==> src/rtl/ansi_term_decoder.sv <==
// ansi_term_decoder: turns a text + ANSI CSI byte stream into positioned glyph events.
// Optional build macro ANSI_DEC_UTF8_EN: UTF-8 lead bytes render as glyph 0x7F.
module ansi_term_decoder #(
    parameter int ROWS = 24,
    parameter int COLS = 80
) (
    input  logic       clk,
    input  logic       rst,
    input  logic       in_valid,
    input  logic [7:0] in_byte,
    output logic       in_ready,
    output logic       pix_valid,
    input  logic       pix_ready,
    output logic [7:0] pix_row,
    output logic [7:0] pix_col,
    output logic [7:0] pix_char,
    output logic [2:0] pix_fg,
    output logic       pix_bold,
    output logic       clear_pulse,
    output logic       err_pulse,
    output logic [7:0] cur_row,
    output logic [7:0] cur_col
);

    localparam logic [7:0] LP_ROWS = 8'(ROWS);
    localparam logic [7:0] LP_COLS = 8'(COLS);
    localparam logic [7:0] C_ESC   = 8'h1B;
    localparam logic [7:0] C_CR    = 8'h0D;
    localparam logic [7:0] C_LF    = 8'h0A;
    localparam logic [7:0] C_LBR   = 8'h5B;
    localparam logic [7:0] C_SEMI  = 8'h3B;
    localparam logic [7:0] C_H     = 8'h48;
    localparam logic [7:0] C_J     = 8'h4A;
    localparam logic [7:0] C_M     = 8'h6D;

    typedef enum logic [1:0] {
        S_GROUND,
        S_ESC,
        S_CSI
    } state_t;

    state_t     r_state;
    state_t     w_next_state;

    logic [7:0] r_row;
    logic [7:0] r_col;
    logic [2:0] r_fg;
    logic       r_bold;
    logic [7:0] r_p0;
    logic [7:0] r_p1;
    logic       r_idx;
    logic       r_drop;

    logic       r_pix_valid;
    logic [7:0] r_pix_row;
    logic [7:0] r_pix_col;
    logic [7:0] r_pix_char;
    logic [2:0] r_pix_fg;
    logic       r_pix_bold;
    logic       r_clear;
    logic       r_err;

    logic       w_accept;
    logic       w_is_digit;
    logic       w_is_print;
    logic       w_is_final;
    logic       w_is_high;
`ifdef ANSI_DEC_UTF8_EN
    logic       w_is_lead;
`endif
    logic [7:0] w_row_inc;
    logic [7:0] w_col_inc;

    logic       w_emit;
    logic [7:0] w_emit_char;
    logic       w_err;
    logic       w_clear;
    logic [7:0] w_row_n;
    logic [7:0] w_col_n;
    logic [2:0] w_fg_n;
    logic       w_bold_n;
    logic [7:0] w_p0_n;
    logic [7:0] w_p1_n;
    logic       w_idx_n;
    logic       w_drop_n;
    logic [3:0] w_sgr;

    // Decimal accumulate with saturation at 255.
    function automatic logic [7:0] f_acc(input logic [7:0] p, input logic [3:0] d);
        logic [11:0] v;
        v = ({4'd0, p} * 12'd10) + {8'd0, d};
        return (v > 12'd255) ? 8'd255 : v[7:0];
    endfunction

    // Zero means "default" (1); anything beyond the screen edge pins to it.
    function automatic logic [7:0] f_clamp(input logic [7:0] p, input logic [7:0] lim);
        logic [7:0] v;
        v = p;
        if (p == 8'd0) v = 8'd1;
        else if (p > lim) v = lim;
        return v;
    endfunction

    // One SGR parameter applied to {bold, fg}; unknown codes leave it alone.
    function automatic logic [3:0] f_sgr(input logic [7:0] p, input logic [3:0] a);
        logic [3:0] v;
        v = a;
        if (p == 8'd0) v = 4'b0111;
        else if (p == 8'd1) v[3] = 1'b1;
        else if (p >= 8'd30 && p <= 8'd37) v[2:0] = 3'(p - 8'd30);
        return v;
    endfunction

    assign in_ready  = !r_pix_valid || pix_ready;
    assign w_accept  = in_valid && in_ready;

    assign w_is_digit = (in_byte >= 8'h30) && (in_byte <= 8'h39);
    assign w_is_print = (in_byte >= 8'h20) && (in_byte <= 8'h7E);
    assign w_is_final = (in_byte >= 8'h40) && (in_byte <= 8'h7E);
    assign w_is_high  = in_byte[7];
`ifdef ANSI_DEC_UTF8_EN
    assign w_is_lead  = (in_byte[7:6] == 2'b11);
`endif

    assign w_row_inc = (r_row < LP_ROWS) ? r_row + 8'd1 : r_row;
    assign w_col_inc = (r_col < LP_COLS) ? r_col + 8'd1 : r_col;

    // FSM state register.
    always_ff @(posedge clk or posedge rst) begin
        if (rst) r_state <= S_GROUND;
        else     r_state <= w_next_state;
    end

    // FSM next-state logic; only an accepted byte moves the machine.
    always_comb begin
        w_next_state = r_state;
        if (w_accept) begin
            unique case (r_state)
                S_GROUND: begin
                    if (in_byte == C_ESC) w_next_state = S_ESC;
                end
                S_ESC: begin
                    if (in_byte == C_LBR)      w_next_state = S_CSI;
                    else if (in_byte != C_ESC) w_next_state = S_GROUND;
                end
                S_CSI: begin
                    if (in_byte == C_ESC)
                        w_next_state = S_ESC;
                    else if (!w_is_digit && in_byte != C_SEMI)
                        w_next_state = S_GROUND;
                end
                default: w_next_state = S_GROUND;
            endcase
        end
    end

    // FSM outputs: event/pulse requests and next cursor, attribute, param values.
    always_comb begin
        w_emit      = 1'b0;
        w_emit_char = in_byte;
        w_err       = 1'b0;
        w_clear     = 1'b0;
        w_row_n     = r_row;
        w_col_n     = r_col;
        w_fg_n      = r_fg;
        w_bold_n    = r_bold;
        w_p0_n      = r_p0;
        w_p1_n      = r_p1;
        w_idx_n     = r_idx;
        w_drop_n    = r_drop;
        w_sgr       = {r_bold, r_fg};
        if (w_accept) begin
            unique case (r_state)
                S_GROUND: begin
                    if (w_is_print) begin
                        w_emit  = 1'b1;
                        w_col_n = w_col_inc;
                    end else if (in_byte == C_CR) begin
                        w_col_n = 8'd1;
                    end else if (in_byte == C_LF) begin
                        w_row_n = w_row_inc;
                        w_col_n = 8'd1;
                    end else if (w_is_high) begin
`ifdef ANSI_DEC_UTF8_EN
                        if (w_is_lead) begin
                            w_emit      = 1'b1;
                            w_emit_char = 8'h7F;
                            w_col_n     = w_col_inc;
                        end
`else
                        w_err = 1'b1;
`endif
                    end
                end
                S_ESC: begin
                    if (in_byte == C_LBR) begin
                        w_p0_n   = 8'd0;
                        w_p1_n   = 8'd0;
                        w_idx_n  = 1'b0;
                        w_drop_n = 1'b0;
                    end else begin
                        w_err = 1'b1;
                    end
                end
                S_CSI: begin
                    if (w_is_digit) begin
                        if (!r_idx)       w_p0_n = f_acc(r_p0, in_byte[3:0]);
                        else if (!r_drop) w_p1_n = f_acc(r_p1, in_byte[3:0]);
                    end else if (in_byte == C_SEMI) begin
                        if (!r_idx) w_idx_n  = 1'b1;
                        else        w_drop_n = 1'b1;
                    end else if (in_byte == C_ESC) begin
                        w_err = 1'b1;
                    end else if (in_byte == C_H) begin
                        w_row_n = f_clamp(r_p0, LP_ROWS);
                        w_col_n = f_clamp(r_p1, LP_COLS);
                    end else if (in_byte == C_J) begin
                        w_clear = (r_p0 == 8'd2);
                    end else if (in_byte == C_M) begin
                        w_sgr = f_sgr(r_p0, {r_bold, r_fg});
                        if (r_idx) w_sgr = f_sgr(r_p1, w_sgr);
                        w_bold_n = w_sgr[3];
                        w_fg_n   = w_sgr[2:0];
                    end else if (!w_is_final) begin
                        w_err = 1'b1;
                    end
                end
                default: ;
            endcase
        end
    end

    // Cursor, attributes and CSI parameter registers.
    always_ff @(posedge clk or posedge rst) begin
        if (rst) begin
            r_row  <= 8'd1;
            r_col  <= 8'd1;
            r_fg   <= 3'd7;
            r_bold <= 1'b0;
            r_p0   <= 8'd0;
            r_p1   <= 8'd0;
            r_idx  <= 1'b0;
            r_drop <= 1'b0;
        end else begin
            r_row  <= w_row_n;
            r_col  <= w_col_n;
            r_fg   <= w_fg_n;
            r_bold <= w_bold_n;
            r_p0   <= w_p0_n;
            r_p1   <= w_p1_n;
            r_idx  <= w_idx_n;
            r_drop <= w_drop_n;
        end
    end

    // Event slot: load on emit, hold until consumed.
    always_ff @(posedge clk or posedge rst) begin
        if (rst) begin
            r_pix_valid <= 1'b0;
            r_pix_row   <= 8'd1;
            r_pix_col   <= 8'd1;
            r_pix_char  <= 8'd0;
            r_pix_fg    <= 3'd7;
            r_pix_bold  <= 1'b0;
        end else if (w_emit) begin
            r_pix_valid <= 1'b1;
            r_pix_row   <= r_row;
            r_pix_col   <= r_col;
            r_pix_char  <= w_emit_char;
            r_pix_fg    <= r_fg;
            r_pix_bold  <= r_bold;
        end else if (pix_ready) begin
            r_pix_valid <= 1'b0;
        end
    end

    // One-cycle strobes for clear and malformed bytes.
    always_ff @(posedge clk or posedge rst) begin
        if (rst) begin
            r_clear <= 1'b0;
            r_err   <= 1'b0;
        end else begin
            r_clear <= w_clear;
            r_err   <= w_err;
        end
    end

    assign pix_valid   = r_pix_valid;
    assign pix_row     = r_pix_row;
    assign pix_col     = r_pix_col;
    assign pix_char    = r_pix_char;
    assign pix_fg      = r_pix_fg;
    assign pix_bold    = r_pix_bold;
    assign clear_pulse = r_clear;
    assign err_pulse   = r_err;
    assign cur_row     = r_row;
    assign cur_col     = r_col;

endmodule

==> config.mk <==
export PLATFORM = sky130hd
export DESIGN_NAME = ansi_term_decoder
export DESIGN_NICKNAME = d
export VERILOG_FILES = /design/src/rtl/ansi_term_decoder.sv
export SDC_FILE = /design/constraint.sdc
export NUM_CORES = 1
export LEC_CHECK = 0
export ABC_AREA = 1
export BUFFER_PORTS_ARGS = -buffer_cell sky130_fd_sc_hd__buf_2
export CAP_MARGIN = 20
export CORE_AREA = 2 2 94 96
export CTS_BUF_LIST = sky130_fd_sc_hd__clkbuf_2 sky130_fd_sc_hd__clkbuf_4 sky130_fd_sc_hd__clkbuf_8
export CTS_CLUSTER_DIAMETER = 120
export DETAILED_ROUTE_END_ITERATION = 12
export DIE_AREA = 0 0 96 98
export PLACE_DENSITY = 0.85
export SETUP_SLACK_MARGIN = 0.05
export SLEW_MARGIN = 40
export SYNTH_ARGS = -nofsm -noshare
export SYNTH_HDL_FRONTEND = slang
export SYNTH_SLANG_ARGS = --single-unit
==> constraint.sdc <==
create_clock -name clk -period 6.7 [get_ports clk]
set_input_delay 0.335 -clock clk [delete_from_list [all_inputs] [get_ports clk]]
set_output_delay 0.335 -clock clk [all_outputs]
set_load 0.03 [all_outputs]
==> impl_metrics.py <==
metrics = {
    "yosys": {
        "synth_top_area_cell": "dfrtp_1",
        "ys_seq_area_share_pct": 36.01,
        "syn_nets": 722,
        "avgSynthCellArea_um2": 7.394,
        "ys_seq_elements": 71,
        "synth.top_cell.area_share_pct": 30.72,
        "syn_inst": 672,
        "synthTopCellsByArea": "dfrtp_1, nand2_1, ha_1",
        "ys.warnings.count": 0,
        "yosysUniqueCellTypes": 41,
        "syn_area_um2": 4969,
    },
    "flow_run": {
        "max-cap-violations": 0,
    },
    "grt": {
        "first_global_vias": 4412,
        "overflow": 0,
        "gr-usage-all-layers_pct": 25.20,
        "grt_max_degree": 72,
        "grt_pass1_wl_um": 19240,
        "antenna_found_initial": 0,
    },
    "critical_path": {
        "startpoint_type": "flip-flop",
        "reg2reg_to": "r_p1[1]",
        "r2r_cells": 14,
        "cp.arrival_ps": 3020,
        "cp_max_fo": 11,
        "crit_type": "flip-flop to flip-flop",
        "r2r_start": "r_p1[1]",
        "crit_start": "r_p1[1]",
        "crit_end": "r_p1[1]",
        "required_ps": 6940,
        "rrSetupSlack_ps": 3920,
        "end_kind": "flip-flop",
    },
    "floorplanning": {
        "core-area_um2": 8466,
        "die_y_um": 98,
        "start_util_pct": 58.69,
        "io_pins": 60,
        "fp-row-count": 34,
        "die_area_um2": 9408,
        "die_x_um": 96,
    },
    "timing": {
        "whs_ps": 117.5,
        "rsz0062_at_grt": "no",
        "drv_slew": 0,
        "worstMarginPinSlew_ps": 676.8,
        "setup_viol": 0,
        "fin_tns_setup_ps": 0,
        "slew-limit-headroom_pct": 54.83,
        "clock_skew_ps": 10.46,
        "clock.fmax_mhz": 359.9,
        "final.setup.worst_slack_ps": 3921,
        "fin_crit_sh_pct": 41.47,
        "fin_crit_ps": 2779,
        "hold_viol": 0,
    },
    "cells_and_area": {
        "final_core_util_pct": 66.12,
        "instances_no_fill": 848,
        "regArea_um2": 1789,
        "final_common_cell": "nand2_1",
        "num-nets-final": 785,
        "drive_gt1_share_pct": 17.84,
        "area_growth_pct": 12.67,
        "fin_area_um2": 5598,
        "multi_input_area_um2": 2831,
        "diodes": 0,
        "num-fill-cells": 716,
        "final_cell_mix": "nand2_1, inv_1, nor2_1, dfrtp_1, buf_2",
    },
    "power_and_ir_drop": {
        "share_comb_of_total_power_pct": 34.8,
        "swShare_pct": 40.86,
        "p_leak_nw": 3.109,
        "cell_internal_pwr_mw": 0.8908,
        "clock_power_share_pct": 26.1,
        "power_mw": 1.506,
        "vdd_drop_max_uv": 141.9,
        "seqPwrFrac_pct": 39.2,
        "p_sw_mw": 0.6156,
        "power_density_nw_per_um2": 269.1,
    },
    "routing": {
        "vias": 4626,
        "final_antenna_net_count": 0,
        "drc": 0,
        "routed_via_density": 5.455,
        "first_pass_iters": 8,
        "drt-total-wl_um": 11200,
        "wire_per_inst_um": 13.21,
        "drt_iter0_drc": 319,
    },
    "clock_network": {
        "clk-insertion-delay-late_ps": 350,
        "cts_tree": "done",
        "htreeDepth": 3,
        "max-clock-path-buffers": 2,
        "ctsHoldBuffers": 0,
        "cts_buffers": 9,
        "clk_pin_slew_ps": 80,
        "clock-sinks": 71,
        "cts_root_buffer": "clkbuf_8",
        "post-cts-setup-buffers": 0,
        "post_cts_resized": 0,
    },
    "placed_design": {
        "gp_congestion": 0.8872,
        "io_buffer_count": 59,
        "placed_area_um2": 5361,
        "hpwl_um": 8618,
        "dp.cells": 832,
        "place_ws_ps": 3929,
    },
    "status": {
        "outcome": "complete, no violations",
    },
    "hold_path": {
        "hp-class": "input pin to async pin",
    },
}
-- power groups by stage --
stage | Sequential, mW | Combinational [mW] | Clock, mW
6_report | 0.590 | 0.524 | 0.393
3_3_place_gp | 0.593 | 0.509 | 0
2_1_floorplan | 0.759 | 0.210 | 0
3_5_place_dp | 0.598 | 0.521 | 0
5_1_grt | 0.605 | 0.574 | 0.413
4_1_cts | 0.590 | 0.526 | 0.395
-- kinds of logic (layout without fill, tap and decap cells) --
kind of cell	count (synthesis)	count (layout)	synth area share [%]
fa+ha+maj	38	38	10.17
flops	71	71	36.01
buf+inv	90	158	7.101
compound gates	88	88	10.07
xor+xnor	17	17	2.997
simple gates	368	368	33.64
-- cell type report --
class	instances	area share [%]
inverter	82	5.498
multi-input combinational	511	50.58
timing repair buffer	60	5.476
clock buffer	9	2.213
clock inverter	7	1.855
tap	108	2.414
sequential	71	31.96
-- flip-flops by register name, indices dropped and copies added, names as in the netlist, 2 cells and up --
| name | flops |
|---|---|
| pix_col | 8 |
| r_p1 | 8 |
| r_p0 | 8 |
| cur_col | 8 |
| r_state | 2 |
| cur_row | 8 |
| r_fg | 3 |
| pix_fg | 3 |
| pix_row | 8 |
| pix_char | 8 |
-- worst max-delay path, cell delays in order, from the launching register on --
cell,delay (ps)
dfrtp_1,580
ha_1,300
ha_1,240
fa_1,550
nand2_1,80
nor2_1,100
nand2_1,90
nand2_1,60
nand2_1,60
nor2_1,110
nand2_1,50
nand2_1,190
nand4_1,130
nand2_1,80
nand2_1,40
-- metal layers --
layer | up-vias | part of all wire (%) | wire [um] | global-route usage, %
li1 | 2324 | - | - | -
met1 | 2160 | 45 | 5036 | 33.70
met2 | 125 | 48 | 5403 | 40.87
met3 | 17 | 5.2 | 581 | 4.321
met4 | 0 | 1.6 | 180 | 9.011
met5 | - | 0 | 0 | 0
-- cell usage after synthesis (all sizes together) --
master	instances
a21boi	1
a21oi	24
a31oi	3
buf	8
clkinv	1
dfrtp	61
dfstp	10
fa	4
ha	34
inv	81
nand2	218
nand3	44
nand3b	2
nand4	23
nor2	69
nor3	11
nor4	1
o2111ai	1
o211ai	1
o21ai	51
o22ai	4
o31ai	2
o41ai	1
xnor2	8
xor2	9
-- how the worst min path moves through the flow --
| stage | from | endpoint | slack [ps] |
|---|---|---|---|
| after floorplan | r_fg[0] | pix_fg[0] | 450 |
| after global placement | pix_fg[0] | pix_fg[0] | 460 |
| after detailed placement | pix_fg[0] | pix_fg[0] | 460 |
| after CTS | rst | pix_col[6] | 260 |
| after global routing | rst | pix_col[2] | 190 |
| final | rst | pix_col[2] | 120 |
Note: power is estimated with default switching activity, not from simulation.
